===== config.mk =====
export PLATFORM = sky130hd
export DESIGN_NAME = branch_target_predictor_flat
export DESIGN_NICKNAME = d
export VERILOG_FILES = /design/src/rtl/branch_target_predictor_if.sv /design/src/rtl/branch_target_predictor.sv /design/src/flat_wrapper.sv
export SDC_FILE = /design/constraint.sdc
export NUM_CORES = 1
export LEC_CHECK = 0
export ABC_AREA = 1
export CORE_AREA = 2 2 388 390
export CTS_BUF_LIST = sky130_fd_sc_hd__clkbuf_2 sky130_fd_sc_hd__clkbuf_4 sky130_fd_sc_hd__clkbuf_8
export CTS_CLUSTER_DIAMETER = 40
export DETAILED_ROUTE_END_ITERATION = 6
export DIE_AREA = 0 0 390 392
export MAX_ROUTING_LAYER = met4
export SLEW_MARGIN = 25
export SYNTH_ARGS = -nofsm -noshare
export SYNTH_HDL_FRONTEND = slang
export SYNTH_SLANG_ARGS = --single-unit

===== constraint.sdc =====
create_clock -name CLK -period 5.7 [get_ports CLK]
set_input_delay 0.855 -clock CLK [delete_from_list [all_inputs] [get_ports CLK]]
set_output_delay 0.855 -clock CLK [all_outputs]
set_load 0.1 [all_outputs]

===== src/rtl/branch_target_predictor_if.sv =====
// Fetch/execute-side bundle for the branch target predictor.
// The pipeline drives lookups, updates and flush (master); the predictor
// answers with predictions and statistics (slave).
interface branch_target_predictor_if #(
  parameter int GHR_W = 0,
  parameter int CNT_W = 16
);
  localparam int HIST_W = (GHR_W > 0) ? GHR_W : 1;

  // fetch-side lookup and prediction
  logic [31:0]       lookup_pc;
  logic              pred_hit;
  logic              pred_taken;
  logic [31:0]       pred_target;
  logic [HIST_W-1:0] pred_ghr;

  // execute-side training
  logic              upd_en;
  logic [31:0]       upd_pc;
  logic [HIST_W-1:0] upd_ghr;
  logic              upd_is_jump;
  logic              upd_taken;
  logic [31:0]       upd_target;
  logic              upd_mispredict;
  logic              flush;

  // statistics
  logic [CNT_W-1:0]  stat_branches;
  logic [CNT_W-1:0]  stat_mispredict;

  modport master (
    output lookup_pc, upd_en, upd_pc, upd_ghr, upd_is_jump, upd_taken,
           upd_target, upd_mispredict, flush,
    input  pred_hit, pred_taken, pred_target, pred_ghr,
           stat_branches, stat_mispredict
  );

  modport slave (
    input  lookup_pc, upd_en, upd_pc, upd_ghr, upd_is_jump, upd_taken,
           upd_target, upd_mispredict, flush,
    output pred_hit, pred_taken, pred_target, pred_ghr,
           stat_branches, stat_mispredict
  );
endinterface


===== src/rtl/branch_target_predictor.sv =====
// Direct-mapped branch target buffer with saturating direction counters,
// optional gshare history folding into the index, and saturating
// statistics. Lookup is combinational from registered state; training
// happens on the rising edge when the execute stage resolves a branch.
module branch_target_predictor #(
  parameter int IDX_W = 4,
  parameter int CTR_W = 2,
  parameter int GHR_W = 0,
  parameter int CNT_W = 16
) (
  input logic CLK,
  input logic RST,
  branch_target_predictor_if.slave bus
);
  localparam int ENTRIES = 1 << IDX_W;
  localparam int TAG_W   = 30 - IDX_W;

  localparam logic [CTR_W-1:0] CTR_MAX = {CTR_W{1'b1}};
  localparam logic [CTR_W-1:0] CTR_WT  = {1'b1, {(CTR_W-1){1'b0}}};
  localparam logic [CTR_W-1:0] CTR_WNT = {1'b0, {(CTR_W-1){1'b1}}};
  localparam logic [CNT_W-1:0] CNT_MAX = {CNT_W{1'b1}};

  // per-entry state, gathered from the generate blocks for indexed reads
  logic              valid_vec  [ENTRIES];
  logic [TAG_W-1:0]  tag_arr    [ENTRIES];
  logic [31:0]       target_arr [ENTRIES];
  logic [CTR_W-1:0]  ctr_arr    [ENTRIES];
  logic              jmp_arr    [ENTRIES];

  logic [IDX_W-1:0]  ghr_lk_ext;
  logic [IDX_W-1:0]  ghr_up_ext;
  logic [IDX_W-1:0]  lidx;
  logic [IDX_W-1:0]  uidx;
  logic [TAG_W-1:0]  ltag;
  logic [TAG_W-1:0]  utag;
  logic              lk_hit;
  logic              upd_hit;
  logic [CTR_W-1:0]  ctr_cur;
  logic [CTR_W-1:0]  ctr_next;
  logic              eff_taken;
  logic              tgt_we;
  logic              tbl_we;

  logic [CNT_W-1:0]  stat_branches_reg;
  logic [CNT_W-1:0]  stat_mispredict_reg;

  // Word-offset bits never participate in indexing or tagging.
  logic unused_pc_bits;
  assign unused_pc_bits = ^{bus.lookup_pc[1:0], bus.upd_pc[1:0]};

  // Lookup uses the live history; training uses the snapshot taken at
  // fetch so it lands on the same entry the lookup read.
  assign lidx = bus.lookup_pc[IDX_W+1:2] ^ ghr_lk_ext;
  assign ltag = bus.lookup_pc[31:IDX_W+2];
  assign uidx = bus.upd_pc[IDX_W+1:2] ^ ghr_up_ext;
  assign utag = bus.upd_pc[31:IDX_W+2];

  assign lk_hit  = valid_vec[lidx] && (tag_arr[lidx] == ltag);
  assign upd_hit = valid_vec[uidx] && (tag_arr[uidx] == utag);
  assign ctr_cur = ctr_arr[uidx];

  // No bypass: a same-cycle update is visible only after the edge.
  assign bus.pred_hit    = lk_hit;
  assign bus.pred_taken  = lk_hit && (jmp_arr[lidx] || ctr_arr[lidx][CTR_W-1]);
  assign bus.pred_target = lk_hit ? target_arr[lidx] : 32'h0;

  // Jumps always count as taken; a not-taken hit keeps its old target.
  assign eff_taken = bus.upd_is_jump || bus.upd_taken;
  assign tgt_we    = !upd_hit || eff_taken;
  // Flush wins over a simultaneous update for table contents.
  assign tbl_we    = bus.upd_en && !bus.flush;

  // Next direction counter value for the entry being trained.
  always_comb begin
    ctr_next = ctr_cur;
    if (bus.upd_is_jump) begin
      ctr_next = CTR_MAX;
    end else if (!upd_hit) begin
      ctr_next = bus.upd_taken ? CTR_WT : CTR_WNT;
    end else if (bus.upd_taken) begin
      if (ctr_cur != CTR_MAX) ctr_next = ctr_cur + 1'b1;
    end else begin
      if (ctr_cur != '0) ctr_next = ctr_cur - 1'b1;
    end
  end

  genvar gi;
  generate
    for (gi = 0; gi < ENTRIES; gi++) begin : g_entry
      logic              valid_reg;
      logic [CTR_W-1:0]  ctr_reg;
      logic [TAG_W-1:0]  tag_reg;
      logic [31:0]       target_reg;
      logic              jmp_reg;
      logic              sel;

      assign sel = tbl_we && (uidx == IDX_W'(gi));

      // Valid bit and counter: reset to empty/weakly-not-taken, flush clears valid only.
      always_ff @(posedge CLK or posedge RST) begin
        if (RST) begin
          valid_reg <= 1'b0;
          ctr_reg   <= CTR_WNT;
        end else if (bus.flush) begin
          valid_reg <= 1'b0;
        end else if (sel) begin
          valid_reg <= 1'b1;
          ctr_reg   <= ctr_next;
        end
      end

      // Payload fields are only meaningful while valid, so they carry no reset.
      always_ff @(posedge CLK) begin
        if (sel) begin
          tag_reg <= utag;
          jmp_reg <= bus.upd_is_jump;
          if (tgt_we) target_reg <= bus.upd_target;
        end
      end

      assign valid_vec[gi]  = valid_reg;
      assign ctr_arr[gi]    = ctr_reg;
      assign tag_arr[gi]    = tag_reg;
      assign target_arr[gi] = target_reg;
      assign jmp_arr[gi]    = jmp_reg;
    end

    if (GHR_W > 0) begin : g_ghr
      logic [GHR_W-1:0] ghr_reg;
      logic [GHR_W-1:0] ghr_next;

      if (GHR_W == 1) begin : g_one
        assign ghr_next = bus.upd_taken;
      end else begin : g_many
        assign ghr_next = {ghr_reg[GHR_W-2:0], bus.upd_taken};
      end

      // Global history shifts on conditional branches only; flush clears it.
      always_ff @(posedge CLK or posedge RST) begin
        if (RST) begin
          ghr_reg <= '0;
        end else if (bus.flush) begin
          ghr_reg <= '0;
        end else if (bus.upd_en && !bus.upd_is_jump) begin
          ghr_reg <= ghr_next;
        end
      end

      // Zero-extend both histories to index width for the XOR fold.
      always_comb begin
        ghr_lk_ext = '0;
        ghr_up_ext = '0;
        ghr_lk_ext[GHR_W-1:0] = ghr_reg;
        ghr_up_ext[GHR_W-1:0] = bus.upd_ghr;
      end

      assign bus.pred_ghr = ghr_reg;
    end else begin : g_no_ghr
      logic unused_upd_ghr;
      assign unused_upd_ghr = ^bus.upd_ghr;
      assign ghr_lk_ext     = '0;
      assign ghr_up_ext     = '0;
      assign bus.pred_ghr   = '0;
    end
  endgenerate

  // Saturating statistics; they count every resolved update, even under flush.
  always_ff @(posedge CLK or posedge RST) begin
    if (RST) begin
      stat_branches_reg   <= '0;
      stat_mispredict_reg <= '0;
    end else begin
      if (bus.upd_en && (stat_branches_reg != CNT_MAX))
        stat_branches_reg <= stat_branches_reg + 1'b1;
      if (bus.upd_en && bus.upd_mispredict && (stat_mispredict_reg != CNT_MAX))
        stat_mispredict_reg <= stat_mispredict_reg + 1'b1;
    end
  end

  assign bus.stat_branches   = stat_branches_reg;
  assign bus.stat_mispredict = stat_mispredict_reg;

endmodule

===== src/flat_wrapper.sv =====
// flat-port wrapper written by rule: the top's interface ports become plain ports
module branch_target_predictor_flat 
#(
  parameter int IDX_W = 4,
  parameter int CTR_W = 2,
  parameter int GHR_W = 0,
  parameter int CNT_W = 16
)
  (CLK, RST, bus_lookup_pc, bus_upd_en, bus_upd_pc, bus_upd_ghr, bus_upd_is_jump, bus_upd_taken, bus_upd_target, bus_upd_mispredict, bus_flush, bus_pred_hit, bus_pred_taken, bus_pred_target, bus_pred_ghr, bus_stat_branches, bus_stat_mispredict);
  branch_target_predictor_if #(.GHR_W(GHR_W), .CNT_W(CNT_W)) bus_i ();
  input logic CLK;
  input logic RST;
  input wire logic [$bits(bus_i.lookup_pc)-1:0] bus_lookup_pc;
  input wire logic [$bits(bus_i.upd_en)-1:0] bus_upd_en;
  input wire logic [$bits(bus_i.upd_pc)-1:0] bus_upd_pc;
  input wire logic [$bits(bus_i.upd_ghr)-1:0] bus_upd_ghr;
  input wire logic [$bits(bus_i.upd_is_jump)-1:0] bus_upd_is_jump;
  input wire logic [$bits(bus_i.upd_taken)-1:0] bus_upd_taken;
  input wire logic [$bits(bus_i.upd_target)-1:0] bus_upd_target;
  input wire logic [$bits(bus_i.upd_mispredict)-1:0] bus_upd_mispredict;
  input wire logic [$bits(bus_i.flush)-1:0] bus_flush;
  output wire logic [$bits(bus_i.pred_hit)-1:0] bus_pred_hit;
  output wire logic [$bits(bus_i.pred_taken)-1:0] bus_pred_taken;
  output wire logic [$bits(bus_i.pred_target)-1:0] bus_pred_target;
  output wire logic [$bits(bus_i.pred_ghr)-1:0] bus_pred_ghr;
  output wire logic [$bits(bus_i.stat_branches)-1:0] bus_stat_branches;
  output wire logic [$bits(bus_i.stat_mispredict)-1:0] bus_stat_mispredict;
  assign bus_i.lookup_pc = bus_lookup_pc;
  assign bus_i.upd_en = bus_upd_en;
  assign bus_i.upd_pc = bus_upd_pc;
  assign bus_i.upd_ghr = bus_upd_ghr;
  assign bus_i.upd_is_jump = bus_upd_is_jump;
  assign bus_i.upd_taken = bus_upd_taken;
  assign bus_i.upd_target = bus_upd_target;
  assign bus_i.upd_mispredict = bus_upd_mispredict;
  assign bus_i.flush = bus_flush;
  assign bus_pred_hit = bus_i.pred_hit;
  assign bus_pred_taken = bus_i.pred_taken;
  assign bus_pred_target = bus_i.pred_target;
  assign bus_pred_ghr = bus_i.pred_ghr;
  assign bus_stat_branches = bus_i.stat_branches;
  assign bus_stat_mispredict = bus_i.stat_mispredict;
  branch_target_predictor #(.IDX_W(IDX_W), .CTR_W(CTR_W), .GHR_W(GHR_W), .CNT_W(CNT_W)) u_core (.CLK(CLK), .RST(RST), .bus(bus_i));
endmodule

==> reports/results.tsv, run 1 <==
metric	value	unit
status	finished, final reports clean	
finalHoldViolCount	0	
worst_slew_pin_slew	1.06	ns
grt_overflow_total	0	
cts.sinks	1024	
synth.most_common_cell	nand2_1	
synth-main-ff-cell	edfxtp_1	
seqCellArea	0.0304	sq mm
largest_reg_flops	512	
crit_path_max_fanout	109	
ir_drop	0.217	mV
yosysWarnings	0	
layout.filler_cells	14547	
synth_top_area_share	61.8	%
power.leakage	0.0200	uW
yosys.area.top_type	edfxtp_1	
crit_chain	buf_8 -> inv_8 -> buf_12 -> nor2_1 -> nor2_1 -> o21ai_0 -> o211ai_1 -> nand3_1 -> nand2_1 -> inv_1 -> a21oi_1 -> nand2_1 -> nor2_1 -> nand2_2 -> buf_4 -> nor3_1 -> buf_12	
crit_slowest_cell	inv_8	
coreArea	0.149	sq mm
dp_hpwl	75.7	mm
fin_skew	0.0809	ns
cts_root_buffer	clkbuf_8	
max_stage_delay	0.53	ns
drive_above_1_share	11.0	%
fin_crit_sh	91.5	%
worstPathArrival	4.36	ns
via_count	35012	
yosysUniqueCellTypes	44	
crit_family	buffers and inverters	
cts_resized	0	
gp_congestion	0.837	
tritoncts	built	
path_common_cell	nor2_1	
initial_utilization	30.8	%
grt_max_degree	152	
reg2reg_from	u_core.g_entry[4].tag_reg[15]	
synth_area_leaders	edfxtp_1, nand2_1, dfrtp_1, a21oi_1, nor2_1	
postCtsSetupRepairBufs	0	
crit_type	in -> out	
start_kind	input pin	
drtIter0Drc	3658	
die_w	390	um
synth-edff-count	944	
fp.dieH	392	um
clock.fmax	192	MHz
grt.total_usage	18.8	%
port_buffers	164	
antenna_found_initial	17	
syn_nets	4539	
multi_input_area	0.0140	sq mm
grt_pass1_vias	33729	
hold_class	in -> async	
end_kind	output pin	
r2r_slack	2.24	ns
syn_inst	4433	
final_core_utilization	36.7	%
syn_to_final_growth	19.2	%
crit_required	4.85	ns
ios	171	
vias_per_cell	5.21	
cts_hold_buf	0	
cts_made_buffers	185	
seq_area_frac_synth	66.2	%
ant_nets	0	
p_total	17900	uW
synth.cell_area	0.0459	sq mm
maxCapViolCount	0	
totalWireLength	142	mm
grt_pass1_wl	211	mm
num_rows	142	
maxSlewHeadroom	29.0	%
reg2reg_to	u_core.g_entry[6].target_reg[9]	
ys_seq_elements	1024	
route.detailed.drc	0	
ctsLongestPathBuffers	3	
synth_commonest_cells	nand2_1, edfxtp_1, nor2_1	
synthArstFlopShare	7.81	%
final.setup.tns	0	ns
placed_area	0.0507	sq mm
die_area	0.153	sq mm
fin_crit	5.22	ns
insertion_delay	0.97	ns
clk_pin_slew	0.06	ns
fin_nets	4727	
htree_levels	4	
power_density	327	mW/mm^2
ff2ff_path_depth	18	
setup_viol	0	
final_cell_area	0.0547	sq mm
grt_setup_unrepaired	no	
syn_area_per_cell	10.3	sq um
avgRoutedWirePerCell	21.2	um
maxSlewViolCount	0	
worst-path-buf-inv	6	
first_pass_iters	6	
[logic make-up (layout without fill, tap and decap cells)]
family | Yosys count | after routing | synth area share, %
AOI/OAI and AO/OA | 877 | 877 | 11.5
xor gates and xnor gates | 36 | 36 | 0.687
adders and majority gates | 2 | 2 | 0.0545
buffers and inverters | 427 | 758 | 3.97
DFF | 1024 | 1024 | 66.2
muxes | 1 | 1 | 0.0245
other | 1 | 12 | 0.00818
and+or+nand+nor | 2065 | 2065 | 17.5
[worst max-delay path by stage]
stage,start,to,slack [ns],cells past startpoint
4_1_cts,bus_lookup_pc[2],bus_pred_target[22],0.58,17
6_report,bus_lookup_pc[2],bus_pred_target[23],0.48,17
5_1_grt,bus_lookup_pc[2],bus_pred_target[22],0.21,17
3_5_place_dp,bus_lookup_pc[2],bus_pred_target[23],0.61,17
2_1_floorplan,bus_lookup_pc[3],bus_pred_target[22],0.23,14
3_3_place_gp,bus_lookup_pc[2],bus_pred_target[29],0.64,17
[power by group]
part	switching (uW)	internal (uW)
combinational	1380	537
sequential	113	8420
clock	3320	4120
total	4810	13100
[routing by layer]
metal	vias to the layer above	track usage (%)	part of all wire [%]	wire length, um
met4	0	7.35	3.3	4680
met2	1712	28.7	46	65300
met1	17017	24.8	42	59100
li1	15948	-	-	-
met5	-	-	0	0
met3	335	3.39	9.3	13200
[placed cells by master, fill, tap and decap left out, types with 4 or more instances in the layout]
cell type,count
nand2_1,1496
edfxtp_1,944
nor2_1,348
a21oi_1,291
o21ai_0,273
clkbuf_8,188
inv_1,135
clkdlybuf4s50_1,125
a221oi_1,119
nand3_1,110
buf_4,86
buf_12,70
dfrtp_1,64
o211ai_1,59
clkbuf_4,56
nor3_1,51
clkinv_1,37
nor2_4,36
o31ai_1,34
o221ai_1,30
o22ai_1,30
xnor2_1,20
xor2_1,16
dfstp_2,16
clkinv_2,15
o21ai_1,14
bufinv_16,13
diode_2,11
nand4_1,10
a22oi_1,10
o21bai_1,8
inv_16,7
clkinvlp_4,5
a32oi_1,4
inv_12,4
[cell type report]
cell class              count  share of cell area (%)
multi-input cells        2982                    25.5
clock buffers             244                    5.50
repair buffers            285                    6.16
well taps                1944                    4.45
clock inverters            86                    1.78
inverters                 143                    1.04
flip-flops and latches   1024                    55.5
diodes                     11                  0.0503
[per-stage QoR]
| step | setup WS (ns) | instances | hold WS, ns |
|---|---|---|---|
| final | 0.484 | 6719 | 0.357 |
| after global routing | 0.213 | 6717 | 0.398 |
| after CTS | 0.578 | 6708 | 0.344 |
| after detailed placement | 0.605 | 6378 | 0.457 |
| after global placement | 0.642 | 6377 | 0.455 |
| after floorplan | 0.226 | 4433 | 0.448 |
No activity file was read; power rests on OpenSTA's default activity.
==> inputs of run 2 (changes only) <==
Settings changed: PLACE_DENSITY set to 0.44.
==> run 2 against run 1 <==
Net effect:
- the flow now finishes with violations (DRC)
- worst hold slack worse by 0.14 ns
- non-clock buffer count is 11 higher
- worst setup slack better by 0.14 ns
- largest cell class unchanged
==> reports/results.tsv, run 2 (synthesized netlist as in run 1, its figures left out) <==
metric	value	unit
status	complete, but fails checks	
violations	DRC	
hold_class	in -> async	
maxSlewHeadroom	32.0	%
totalWireLength	158	mm
end_kind	output pin	
coreArea	0.149	sq mm
reg2reg_from	u_core.g_entry[14].tag_reg[15]	
seqCellArea	0.0304	sq mm
mostFrequentLayoutCells	nand2_1, edfxtp_1, nor2_1	
avgRoutedWirePerCell	23.4	um
startpoint	bus_lookup_pc[2]	
path_common_cell	buf_12	
ir_drop	0.252	mV
layout.filler_cells	14724	
worst-path-buf-inv	7	
holdWs	0.219	ns
grt_pass1_vias	34119	
fin_cells	6757	
crit_chain	buf_8 -> inv_8 -> buf_12 -> buf_12 -> o21ai_0 -> o211ai_1 -> nand3_1 -> nand2_1 -> inv_1 -> nand2_1 -> o21ai_0 -> or2_1 -> nor2_1 -> nand3_2 -> buf_4 -> nor3_1 -> buf_12	
grt_pass1_wl	230	mm
tritoncts	built	
max_stage_delay	0.46	ns
worst_slew_pin_slew	1.02	ns
final.setup.tns	0	ns
fin_crit	5.07	ns
start_kind	input pin	
num_rows	142	
syn_to_final_growth	20.1	%
gp_congestion	0.806	
ant_nets	0	
setup_viol	0	
crit_required	4.85	ns
antenna_found_initial	11	
power.share.clock	42.5	%
maxSlewViolCount	0	
cts_hold_buf	0	
largest_reg_flops	512	
grt_setup_unrepaired	no	
fp.dieH	392	um
port_buffers	164	
insertion_delay	0.94	ns
fin_crit_sh	89.0	%
multi_input_area	0.0140	sq mm
grt_overflow_total	0	
route.detailed.drc	1	
cts_made_buffers	197	
switchingPower	4920	uW
clk_pin_slew	0.06	ns
power_density	332	mW/mm^2
power.leakage	0.0202	uW
crit_family	buffers and inverters	
vias_per_cell	5.11	
intPower	13400	uW
drive_above_1_share	11.6	%
maxCapViolCount	0	
cts.sinks	1024	
worstPathArrival	4.22	ns
final_common_cell	nand2_1	
htree_levels	4	
first_pass_iters	7	
place_inst	6389	
ctsLongestPathBuffers	3	
die_w	390	um
finalHoldViolCount	0	
postCtsSetupRepairBufs	0	
clock.fmax	197	MHz
fin_nets	4750	
crit_type	in -> out	
seqPwrFrac	46.6	%
grt_max_degree	153	
crit_slowest_cell	nor3_1	
cts_root_buffer	clkbuf_8	
dp_hpwl	85.8	mm
switching_share	26.9	%
via_count	34557	
die_area	0.153	sq mm
fin_skew	0.0720	ns
drtIter0Drc	2745	
final_core_utilization	37.0	%
crit_path_max_fanout	51	
cts_resized	0	
p_comb_share	10.8	%
grt.total_usage	21.0	%
ios	171	
initial_utilization	30.8	%
run 2: layout make-up:
type	instances	share of cell area, %
antenna	12	0.0545
clock buffer	261	5.85
clock inverter	95	1.74
inverter	143	1.03
multi-input combinational	2982	25.3
sequential	1024	55.1
tap	1944	4.41
timing repair buffer	296	6.47
run 2: final timing paths:
path / endpoint / slack, ns / cells past startpoint
max: bus_pred_target[13] / 0.63 / 17
min: u_core.bus.stat_mispredict[14] / 0.22 / 2
max reg2reg: u_core.g_entry[0].target_reg[27] / 2.52 / 18
min reg2reg: u_core.g_entry[8].ctr_reg[0] / 0.47 / 2
max in group asynchronous: u_core.g_entry[10].ctr_reg[1] / 4.24 / 3
min in group CLK: u_core.g_entry[8].ctr_reg[0] / 0.47 / 2
run 2: power groups by stage:
stage / combinational (uW) / sequential, uW / clock (uW)
2_1_floorplan: 887 / 8990 / 0
4_1_cts: 2000 / 8530 / 7970
6_report: 1980 / 8530 / 7780
3_3_place_gp: 1990 / 8680 / 0
3_5_place_dp: 2000 / 8680 / 0
5_1_grt: 2150 / 8550 / 8310
run 2: metal layers:
layer  wire length, um  track usage, %  part of all wire, %  vias to the layer above
li1                  -               -                    -                    16016
met1             70100            27.3                   44                    17177
met2             74300            33.4                   47                     1068
met3              8930            3.61                  5.7                      296
met4              4490            7.02                  2.8                        0
met5                 0               -                    0                        -
run 2: worst register-to-register path: cells and delay by family (launching register included):
kind,cells,cell delay [ns]
flops,1,0.35
buf+inv,2,0.44
simple gates,16,2.07
run 2: per-stage QoR:
step / power, uW / instance area (sq um) / setup WS [ns]
floorplan: 9870 / 45900 / 0.226
global placement: 10700 / 50900 / 0.714
detailed placement: 10700 / 50900 / 0.683
CTS: 18500 / 55100 / 0.673
global route: 19000 / 55100 / 0.432
finish: 18300 / 55100 / 0.627
